[config.mk]
export PLATFORM = sky130hd
export DESIGN_NAME = dt_estimator_mc
export DESIGN_NICKNAME = d
export VERILOG_FILES = /design/src/rtl/dt_estimator_mc.sv
export SDC_FILE = /design/constraint.sdc
export NUM_CORES = 1
export LEC_CHECK = 0
export ABC_AREA = 1
export BUFFER_PORTS_ARGS = -buffer_cell sky130_fd_sc_hd__buf_2
export CORE_MARGIN = 10
export CORE_UTILIZATION = 30
export CTS_BUF_LIST = sky130_fd_sc_hd__clkbuf_4 sky130_fd_sc_hd__clkbuf_8 sky130_fd_sc_hd__clkbuf_16
export DETAILED_ROUTE_END_ITERATION = 16
export PLACE_DENSITY = 0.52
export SKIP_CTS_REPAIR_TIMING = 1
export SLEW_MARGIN = 20
export SYNTH_ARGS = -nofsm -noshare
export SYNTH_HDL_FRONTEND = slang
export SYNTH_SLANG_ARGS = --single-unit
[constraint.sdc]
create_clock -name clk -period 21.8 [get_ports clk]
set_clock_uncertainty 0.15 [all_clocks]
set_input_delay 0 -clock clk [delete_from_list [all_inputs] [get_ports clk]]
set_output_delay 0 -clock clk [all_outputs]
set_load 0.02 [all_outputs]
[src/rtl/dt_estimator_mc.sv]
// Multi-channel dT estimator: one EMA of successive temperature differences per
// channel, sharing a single arithmetic datapath. Samples are tagged with a channel
// index. Results leave through a registered valid/ready output stage.
module dt_estimator_mc #(
    parameter int unsigned N_CH   = 4,
    parameter int unsigned TW     = 8,
    parameter int unsigned FRAC   = 7,
    parameter int unsigned WARMUP = 2,
    localparam int unsigned CHW   = (N_CH > 1) ? $clog2(N_CH) : 1
) (
    input  logic            clk,
    input  logic            rst,
    input  logic            in_valid,
    output logic            in_ready,
    input  logic [CHW-1:0]  in_ch,
    input  logic [TW-1:0]   in_T,
    input  logic [7:0]      alpha,
    input  logic [3:0]      k_dt,
    input  logic [TW-2:0]   d_max,
    input  logic [N_CH-1:0] init_ch,
    output logic            out_valid,
    input  logic            out_ready,
    output logic [CHW-1:0]  out_ch,
    output logic [TW-1:0]   out_dT,
    output logic            out_sat,
    output logic            out_warm
);

    localparam int unsigned DW = TW + 1;         // raw difference width
    localparam int unsigned EW = TW + FRAC + 1;  // EMA state width
    localparam int unsigned SW = EW + 10;        // weighted-sum width
    localparam int unsigned LW = SW - 8;         // width after the /256

    // Per-channel state
    logic [TW-1:0]        t_prev_q [N_CH];
    logic [TW-1:0]        t_prev_d [N_CH];
    logic signed [EW-1:0] ema_q    [N_CH];
    logic signed [EW-1:0] ema_d    [N_CH];
    logic [3:0]           cnt_q    [N_CH];
    logic [3:0]           cnt_d    [N_CH];
    logic [N_CH-1:0]      primed_q, primed_d;

    // Output register stage
    logic           out_valid_q, out_valid_d;
    logic [CHW-1:0] out_ch_q, out_ch_d;
    logic [TW-1:0]  out_dt_q, out_dt_d;
    logic           out_sat_q, out_sat_d;
    logic           out_warm_q, out_warm_d;

    logic accept, ch_ok;

    // Selected channel state
    logic [TW-1:0]        sel_t;
    logic signed [EW-1:0] sel_ema;
    logic [3:0]           sel_cnt;
    logic                 sel_primed, sel_init, live_primed;

    // Datapath
    logic [3:0]           kk;
    logic signed [DW-1:0] delta;
    logic signed [EW-1:0] d_sh;
    logic signed [SW-1:0] ema_x, d_x, a_new, a_old, sum;
    logic signed [LW-1:0] e, lim, ec, rnd;
    logic                 sat;
    logic [TW-1:0]        dt_val;
    logic [3:0]           cnt_inc;
    logic                 warm;
    logic                 unused_bits;

    assign in_ready = !rst && (!out_valid_q || out_ready);
    assign accept   = in_valid && in_ready;
    assign ch_ok    = 32'(in_ch) < N_CH;

    // Read the state of the addressed channel; a coincident init makes it look fresh
    always_comb begin
        sel_t      = '0;
        sel_ema    = '0;
        sel_cnt    = '0;
        sel_primed = 1'b0;
        sel_init   = 1'b0;
        for (int unsigned i = 0; i < N_CH; i++) begin
            if (32'(in_ch) == i) begin
                sel_t      = t_prev_q[i];
                sel_ema    = ema_q[i];
                sel_cnt    = cnt_q[i];
                sel_primed = primed_q[i];
                sel_init   = init_ch[i];
            end
        end
        live_primed = sel_primed && !sel_init;
    end

    // Shared EMA datapath: scale, weight, floor-divide, clamp, truncate toward zero
    always_comb begin
        kk    = (32'(k_dt) > FRAC) ? 4'(FRAC) : k_dt;
        delta = $signed({in_T[TW-1], in_T}) - $signed({sel_t[TW-1], sel_t});
        d_sh  = $signed({delta, {FRAC{1'b0}}}) >>> kk;
        ema_x = {{(SW-EW){sel_ema[EW-1]}}, sel_ema};
        d_x   = {{(SW-EW){d_sh[EW-1]}}, d_sh};
        a_new = {{(SW-8){1'b0}}, alpha};
        a_old = {{(SW-9){1'b0}}, (9'd256 - {1'b0, alpha})};
        sum   = ema_x * a_old + d_x * a_new;
        // Dropping the low byte of a two's-complement value is a floor divide by 256
        e     = sum[SW-1:8];
        lim   = {{(LW-(TW-1)-FRAC){1'b0}}, d_max, {FRAC{1'b0}}};
        ec    = e;
        sat   = 1'b0;
        if (e > lim) begin
            ec  = lim;
            sat = 1'b1;
        end else if (e < -lim) begin
            ec  = -lim;
            sat = 1'b1;
        end
        // Bias negatives so the floor shift truncates toward zero
        rnd     = ec[LW-1] ? (ec + {{(LW-FRAC){1'b0}}, {FRAC{1'b1}}}) : ec;
        dt_val  = rnd[FRAC+TW-1:FRAC];
        cnt_inc = (32'(sel_cnt) >= WARMUP) ? 4'(WARMUP) : (sel_cnt + 4'd1);
        warm    = 32'(cnt_inc) >= WARMUP;
    end

    assign unused_bits = ^{sum[7:0], rnd[LW-1:FRAC+TW], rnd[FRAC-1:0], ec[LW-1:EW]};

    // Per-channel state update: init clears first, then an accepted sample writes
    always_comb begin
        t_prev_d = t_prev_q;
        ema_d    = ema_q;
        cnt_d    = cnt_q;
        primed_d = primed_q;
        for (int unsigned i = 0; i < N_CH; i++) begin
            if (init_ch[i]) begin
                t_prev_d[i] = '0;
                ema_d[i]    = '0;
                cnt_d[i]    = '0;
                primed_d[i] = 1'b0;
            end
            if (accept && ch_ok && (32'(in_ch) == i)) begin
                t_prev_d[i] = in_T;
                primed_d[i] = 1'b1;
                if (live_primed) begin
                    ema_d[i] = ec[EW-1:0];
                    cnt_d[i] = cnt_inc;
                end
            end
        end
    end

    // Output stage: load on accept, drop valid once consumed, otherwise hold
    always_comb begin
        out_valid_d = out_valid_q && !out_ready;
        out_ch_d    = out_ch_q;
        out_dt_d    = out_dt_q;
        out_sat_d   = out_sat_q;
        out_warm_d  = out_warm_q;
        if (accept && ch_ok) begin
            out_valid_d = 1'b1;
            out_ch_d    = in_ch;
            out_dt_d    = live_primed ? dt_val : '0;
            out_sat_d   = live_primed && sat;
            out_warm_d  = live_primed && warm;
        end
    end

    // State and output registers with synchronous reset
    always_ff @(posedge clk) begin
        if (rst) begin
            for (int unsigned i = 0; i < N_CH; i++) begin
                t_prev_q[i] <= '0;
                ema_q[i]    <= '0;
                cnt_q[i]    <= '0;
            end
            primed_q    <= '0;
            out_valid_q <= 1'b0;
            out_ch_q    <= '0;
            out_dt_q    <= '0;
            out_sat_q   <= 1'b0;
            out_warm_q  <= 1'b0;
        end else begin
            t_prev_q    <= t_prev_d;
            ema_q       <= ema_d;
            cnt_q       <= cnt_d;
            primed_q    <= primed_d;
            out_valid_q <= out_valid_d;
            out_ch_q    <= out_ch_d;
            out_dt_q    <= out_dt_d;
            out_sat_q   <= out_sat_d;
            out_warm_q  <= out_warm_d;
        end
    end

    assign out_valid = out_valid_q;
    assign out_ch    = out_ch_q;
    assign out_dT    = out_dt_q;
    assign out_sat   = out_sat_q;
    assign out_warm  = out_warm_q;

endmodule

==> flow_summary.toml, run 1 <==
[synthesis]
synth_seq_cells = 129
synth_ff_type = "dfxtp_1"
ys_types = 54
yosysWarnings = 0
synthesis.area_um2 = 17200
synth_edf_count = 0
synth-async-reset-ratio = 0
ys_top_cells_by_area = "fa_1 (31%), dfxtp_1 (15%), inv_1 (11%)"
synth_seq_area_share = 0.150
syn_area_per_cell_um2 = 7.58
synth_cells = 2267
synth_nets = 2694
synth_top_area_frac = 0.312
yosysTopAreaCell = "fa_1"

[worst_setup_path]
cp_max_fo = 17
cp.arrival_ps = 12310
crit_slowest_cell = "nor2_1"
cp-start-kind = "input port"
cp-end-kind = "register"
r2r_setup_slack_ps = 10760
crit_start = "in_ch[1]"
r2r-start = "t_prev_q[16]$_SDFFE_PP0P_"
cp_top_family = "adder cells"
crit_cells = 56
crit_path_frequent_cell = "nand2_1"
crit_type = "input port to register"
path_buf_inv = 10
crit_end = "out_dT[6]$_SDFFE_PP0P_"
rr_endpoint = "out_dT[6]$_SDFFE_PP0P_"
cp_slowest_stage_delay_ps = 800
required_ps = 22000
rr_worst_depth = 54

[detailed_routing]
viasPerCell = 4.68
via_count = 14393
dr.pass1.iters = 5
routedWlPerCell_um = 16.3
routed_wl_um = 50100
postRouteAntennaNets = 0
drt_iter0_drc = 814
drc = 0

[floorplanning]
row_count = 87
initial_core_util = 0.304
ios = 51
die_y_um = 259
die-area_um2 = 67200
coreArea_um2 = 56500
die_w_um = 259

[final_layout]
nets = 2735
antenna_cells = 0
area_growth_pct = 10.7
finish.instance_area_um2 = 19000
layout-drive-gt1-share = 0.0617

[global_routing]
met3_usage = 0.0204
grt-ovfl-total = 0
antenna_found_initial = 0
grt_pass1_vias = 14969
globalRouteMet1Util = 0.205
grt_pass1_wl_um = 81700
grt_usage = 0.152
grt_max_degree = 44
top_usage_layer = "met2"
grtUsageMet2 = 0.253

[sta]
worstMarginPinSlew_ps = 1040
hold_viol = 3
fin_tns_setup_ps = 0
post-route-period-util = 0.555
max_slew_margin = 0.302
rsz0062_at_grt = "no"
setup_viol = 0
fmax_mhz = 82.6
timing.final.ws_setup_ps = 9700
period_minus_slack_ps = 12100
final-max-slew-violation-count = 0
fin_hold_ws_ps = -9.52

[run]
cap_violations = 0

[placed_design]
place.detailed.hpwl_um = 42700
pre_cts_ws_ps = 9690
gp_congestion = 0.892
placedInstanceArea_um2 = 18200
port_buffers = 50

[min_path]
hp-class = "input port to register"

[run_status]
violations = "hold timing"
outcome = "finished, violations left"

[clock_network]
cts-root-buf = "clkbuf_16"
cts_num_sinks = 129
cts_tree = "built"
clock_latency_ps = 420
clkSlewWorstSetupHoldPaths_ps = 60
clock_path_buffers = 2
cts_buffers = 17
cts.htree.levels = 4
==> worst register-to-register path, delay by kind of cell (launching register included) <==
kind / cells / cell delay [ps]
compound gates: 14 / 3020
xor+xnor: 1 / 380
buf+inv: 8 / 530
flops: 1 / 310
fa+ha+maj: 10 / 4180
simple gates: 21 / 2380
==> per-layer routing <==
metal,part of all wire,wire (um),vias up
li1,-,-,7006
met4,0.019,940,0
met3,0.040,2010,54
met2,0.48,23900,312
met5,0,0,-
met1,0.47,23300,7021
==> cells in the final DEF, fill, tap and decap left out, types with 6 or more instances in the layout <==
cell,instances
a21oi_1,130
a221oi_1,6
buf_2,50
buf_4,13
clkbuf_16,17
clkinv_1,8
dfxtp_1,129
dlygate4sd3_1,17
fa_1,268
ha_1,122
inv_1,511
inv_2,6
nand2_1,432
nand2_2,15
nand3_1,87
nand4_1,12
nor2_1,214
nor2_2,6
nor3_1,8
o21ai_0,129
o21ai_1,11
o221ai_1,9
o22ai_1,7
or2_2,6
xnor2_1,11
xor2_1,21
==> per-stage QoR <==
| step | std cells | hold slack [ps] | util |
|---|---|---|---|
| 2_1_floorplan | 2267 | -32.6 | - |
| 3_3_place_gp | 3028 | 74.1 | 0.323 |
| 3_5_place_dp | 3028 | 83.2 | 0.323 |
| 4_1_cts | 3058 | -355 | 0.333 |
| 5_1_grt | 3075 | 24.1 | 0.336 |
| 6_report | 3075 | -9.52 | 0.336 |
==> synthesized netlist by cell type (2+ instances only) <==
cell type  number
nand4_1        12
nor2_1        215
o32ai_1         2
inv_1         511
o221ai_1        9
a31oi_1         4
nor2_4          5
a21oi_1       130
o21bai_1        5
xnor2_1        11
clkinv_1        8
xor2_1         21
or2_2           6
a21boi_0        2
o211ai_1        3
nor3_1          8
o2111ai_1       4
clkbuf_1       55
inv_2           6
nand2_4         5
o21a_1          2
ha_1          122
nor4_1          5
nand2_2        15
nand2_1       432
o21ai_1        12
nand3b_1        2
fa_1          268
a22o_1          5
nor2_2          5
nand3_1        87
a221oi_1        6
dfxtp_1       129
o22ai_1         7
o21ai_0       129
==> cells by family (layout without fill, tap and decap cells) <==
family / Yosys count / count (layout) / synth area share
and+or+nand+nor: 801 / 801 / 0.195
adders and majority gates: 390 / 390 / 0.401
buffers and inverters: 583 / 635 / 0.129
DFF: 129 / 129 / 0.150
muxes: 1 / 1 / 0.000583
AOI/OAI and AO/OA: 330 / 330 / 0.107
xor gates and xnor gates: 33 / 33 / 0.0173
==> state kept, by name (all words and copies together), names as in the netlist <==
name       cells
out_sat        1
primed_q       4
out_dT         8
cnt_q         16
out_warm       1
out_valid      1
ema_q         64
out_ch         2
t_prev_q      32
==> cell type report <==
class                      count  area [um^2]
timing repair buffer          80          518
tap                          756          946
multi-input combinational   1555        12400
clock inverter                 6          105
fill                        5991        37500
clock buffer                  24          497
inverter                     525         1970
sequential                   129         2580
==> how the worst min path moves through the flow <==
stage,from,endpoint,cells past startpoint
after detailed placement,in_valid,out_valid$_SDFF_PP0_,3
after global placement,in_valid,out_valid$_SDFF_PP0_,3
final,rst,out_valid$_SDFF_PP0_,3
after global routing,rst,out_valid$_SDFF_PP0_,3
after floorplan,in_valid,out_valid$_SDFF_PP0_,2
after CTS,in_valid,out_valid$_SDFF_PP0_,3
Power of run 1 is not shown: default switching activity piles up to over one toggle a cycle in this logic, so the estimate is an artifact.
==> inputs of run 2 (changes only) <==
==> constraint.sdc (replaced) <==
create_clock -name clk -period 12 [get_ports clk]
set_clock_uncertainty 0.15 [all_clocks]
set_input_delay 0 -clock clk [delete_from_list [all_inputs] [get_ports clk]]
set_output_delay 0 -clock clk [all_outputs]
set_load 0.02 [all_outputs]
==> run 2 against run 1 <==
Compared with the run above:
- the run still ends with hold timing left
- die area unchanged
- design area increased by 0.51%
- setup slack worse by 8700 ps
- utilization grew 0.17 points
- sequential share of layout area is 0.068 points lower
- register-to-register slack worse by 9800 ps
- sequential cell count stayed put
- hold slack barely moved
- first-iteration DRC count up 5.3%
- routed wire length is 1.7% higher
- critical path depth fell by 3
- non-clock buffer count up 14
==> flow_summary.toml, run 2 (synthesis gave the netlist of run 1 again) <==
[run_status]
outcome = "finished, violations left"
violations = "hold timing"

[final_layout]
regArea_um2 = 2580
nets = 2749
utilization = 0.338
multi_input_area_um2 = 12400
top_regs = "ema_q: 64 flops, t_prev_q: 32 flops, cnt_q: 16 flops"
largest_reg_flops = 64
regMostFlops = "ema_q"
n_fill_cell = 5998
area_growth_pct = 11.2
layout-drive-gt1-share = 0.0669
final_cell_mix = "inv_1 (511), nand2_1 (432), fa_1 (268)"
antenna_cells = 0
final_common_cell = "inv_1"

[clock_network]
clkSlewWorstSetupHoldPaths_ps = 60
cts_num_sinks = 129
cts_buffers = 17
clock_path_buffers = 2
cts.htree.levels = 4
cts-root-buf = "clkbuf_16"
clock_latency_ps = 420
cts_tree = "built"

[floorplanning]
ios = 51
initial_core_util = 0.304
row_count = 87
die_y_um = 259
die-area_um2 = 67200
coreArea_um2 = 56500
die_w_um = 259

[worst_setup_path]
cp_max_fo = 14
crit_type = "register to register"
cp_top_family = "adder cells"
crit_path_frequent_cell = "nand2_1"
crit_slowest_cell = "fa_1"
path_buf_inv = 8
cp-start-kind = "register"
cp_slowest_stage_delay_ps = 590
required_ps = 12200
crit_start = "t_prev_q[16]$_SDFFE_PP0P_"
r2r_setup_slack_ps = 1010
cp-end-kind = "register"
r2r-start = "t_prev_q[16]$_SDFFE_PP0P_"
rr_endpoint = "out_dT[7]$_SDFFE_PP0P_"
rr_worst_depth = 53
cp.arrival_ps = 11190

[sta]
fin_hold_ws_ps = -9.64
hold_viol = 3
worstMarginPinSlew_ps = 984
final-max-slew-violation-count = 0
fmax_mhz = 91.0
setup_viol = 0
fin_tns_setup_ps = 0
period_minus_slack_ps = 10990
max_slew_margin = 0.341
rsz0062_at_grt = "no"
post-route-period-util = 0.916

[detailed_routing]
dr.pass1.iters = 5
drc = 0
viasPerCell = 4.69
drt_iter0_drc = 857
routedWlPerCell_um = 16.5
via_count = 14485
routed_wl_um = 51000
postRouteAntennaNets = 0

[min_path]
hp-class = "input port to register"
hp-start = "d_max[0]"
hold_depth = 5
worstHoldEndpoint = "ema_q[23]$_SDFF_PP0_"

[global_routing]
grt-ovfl-total = 0
grt_max_degree = 44
antenna_found_initial = 0
grt_pass1_wl_um = 83100
grt_pass1_vias = 15049
grt_usage = 0.155

[placed_design]
gp_congestion = 0.915
place.detailed.hpwl_um = 43300
port_buffers = 50

[run]
cap_violations = 0
[run 2: cell type report]
class / count / area share
inverters: 525 / 0.103
repair buffers: 94 / 0.0327
multi-input cells: 1555 / 0.649
clock buffers: 23 / 0.0250
flip-flops and latches: 129 / 0.135
clock inverters: 7 / 0.00576
well taps: 756 / 0.0495
[run 2: how the worst max path moves through the flow]
stage | cells past startpoint | to | slack, ps
floorplan | 60 | out_dT[7]$_SDFFE_PP0P_ | 2270
global placement | 57 | out_dT[4]$_SDFFE_PP0P_ | 750
detailed placement | 58 | out_dT[2]$_SDFFE_PP0P_ | 700
CTS | 53 | out_dT[2]$_SDFFE_PP0P_ | 900
global route | 53 | out_dT[7]$_SDFFE_PP0P_ | 60
finish | 53 | out_dT[7]$_SDFFE_PP0P_ | 1010
[run 2: through the flow]
step	instances	area (um^2)	worst slack [ps]	hold slack (ps)
floorplan	2267	17200	2270	-32.6
global placement	3041	18300	745	70.6
detailed placement	3041	18300	696	104
CTS	3071	18900	899	-330
global route	3089	19100	61.8	26.8
finish	3089	19100	1010	-9.64
[run 2: worst reg2reg max path: cells and delay by family (launching register included)]
| kind | cells | cell delay, ps |
|---|---|---|
| and+or+nand+nor | 18 | 2270 |
| DFF | 1 | 310 |
| AOI/OAI and AO/OA | 15 | 2800 |
| adders and majority gates | 10 | 4190 |
| buffers and inverters | 8 | 810 |
| xor gates and xnor gates | 1 | 290 |
| muxes | 1 | 140 |
[run 2: routing by layer]
layer	GRT usage	share of wire	wire [um]	up-vias
li1	-	-	-	7020
met1	0.211	0.47	23900	7102
met2	0.260	0.48	24400	317
met3	0.0156	0.037	1860	46
met4	0.0335	0.017	869	0
met5	0	0	0	-
Power of run 2 is left out for the same reason.
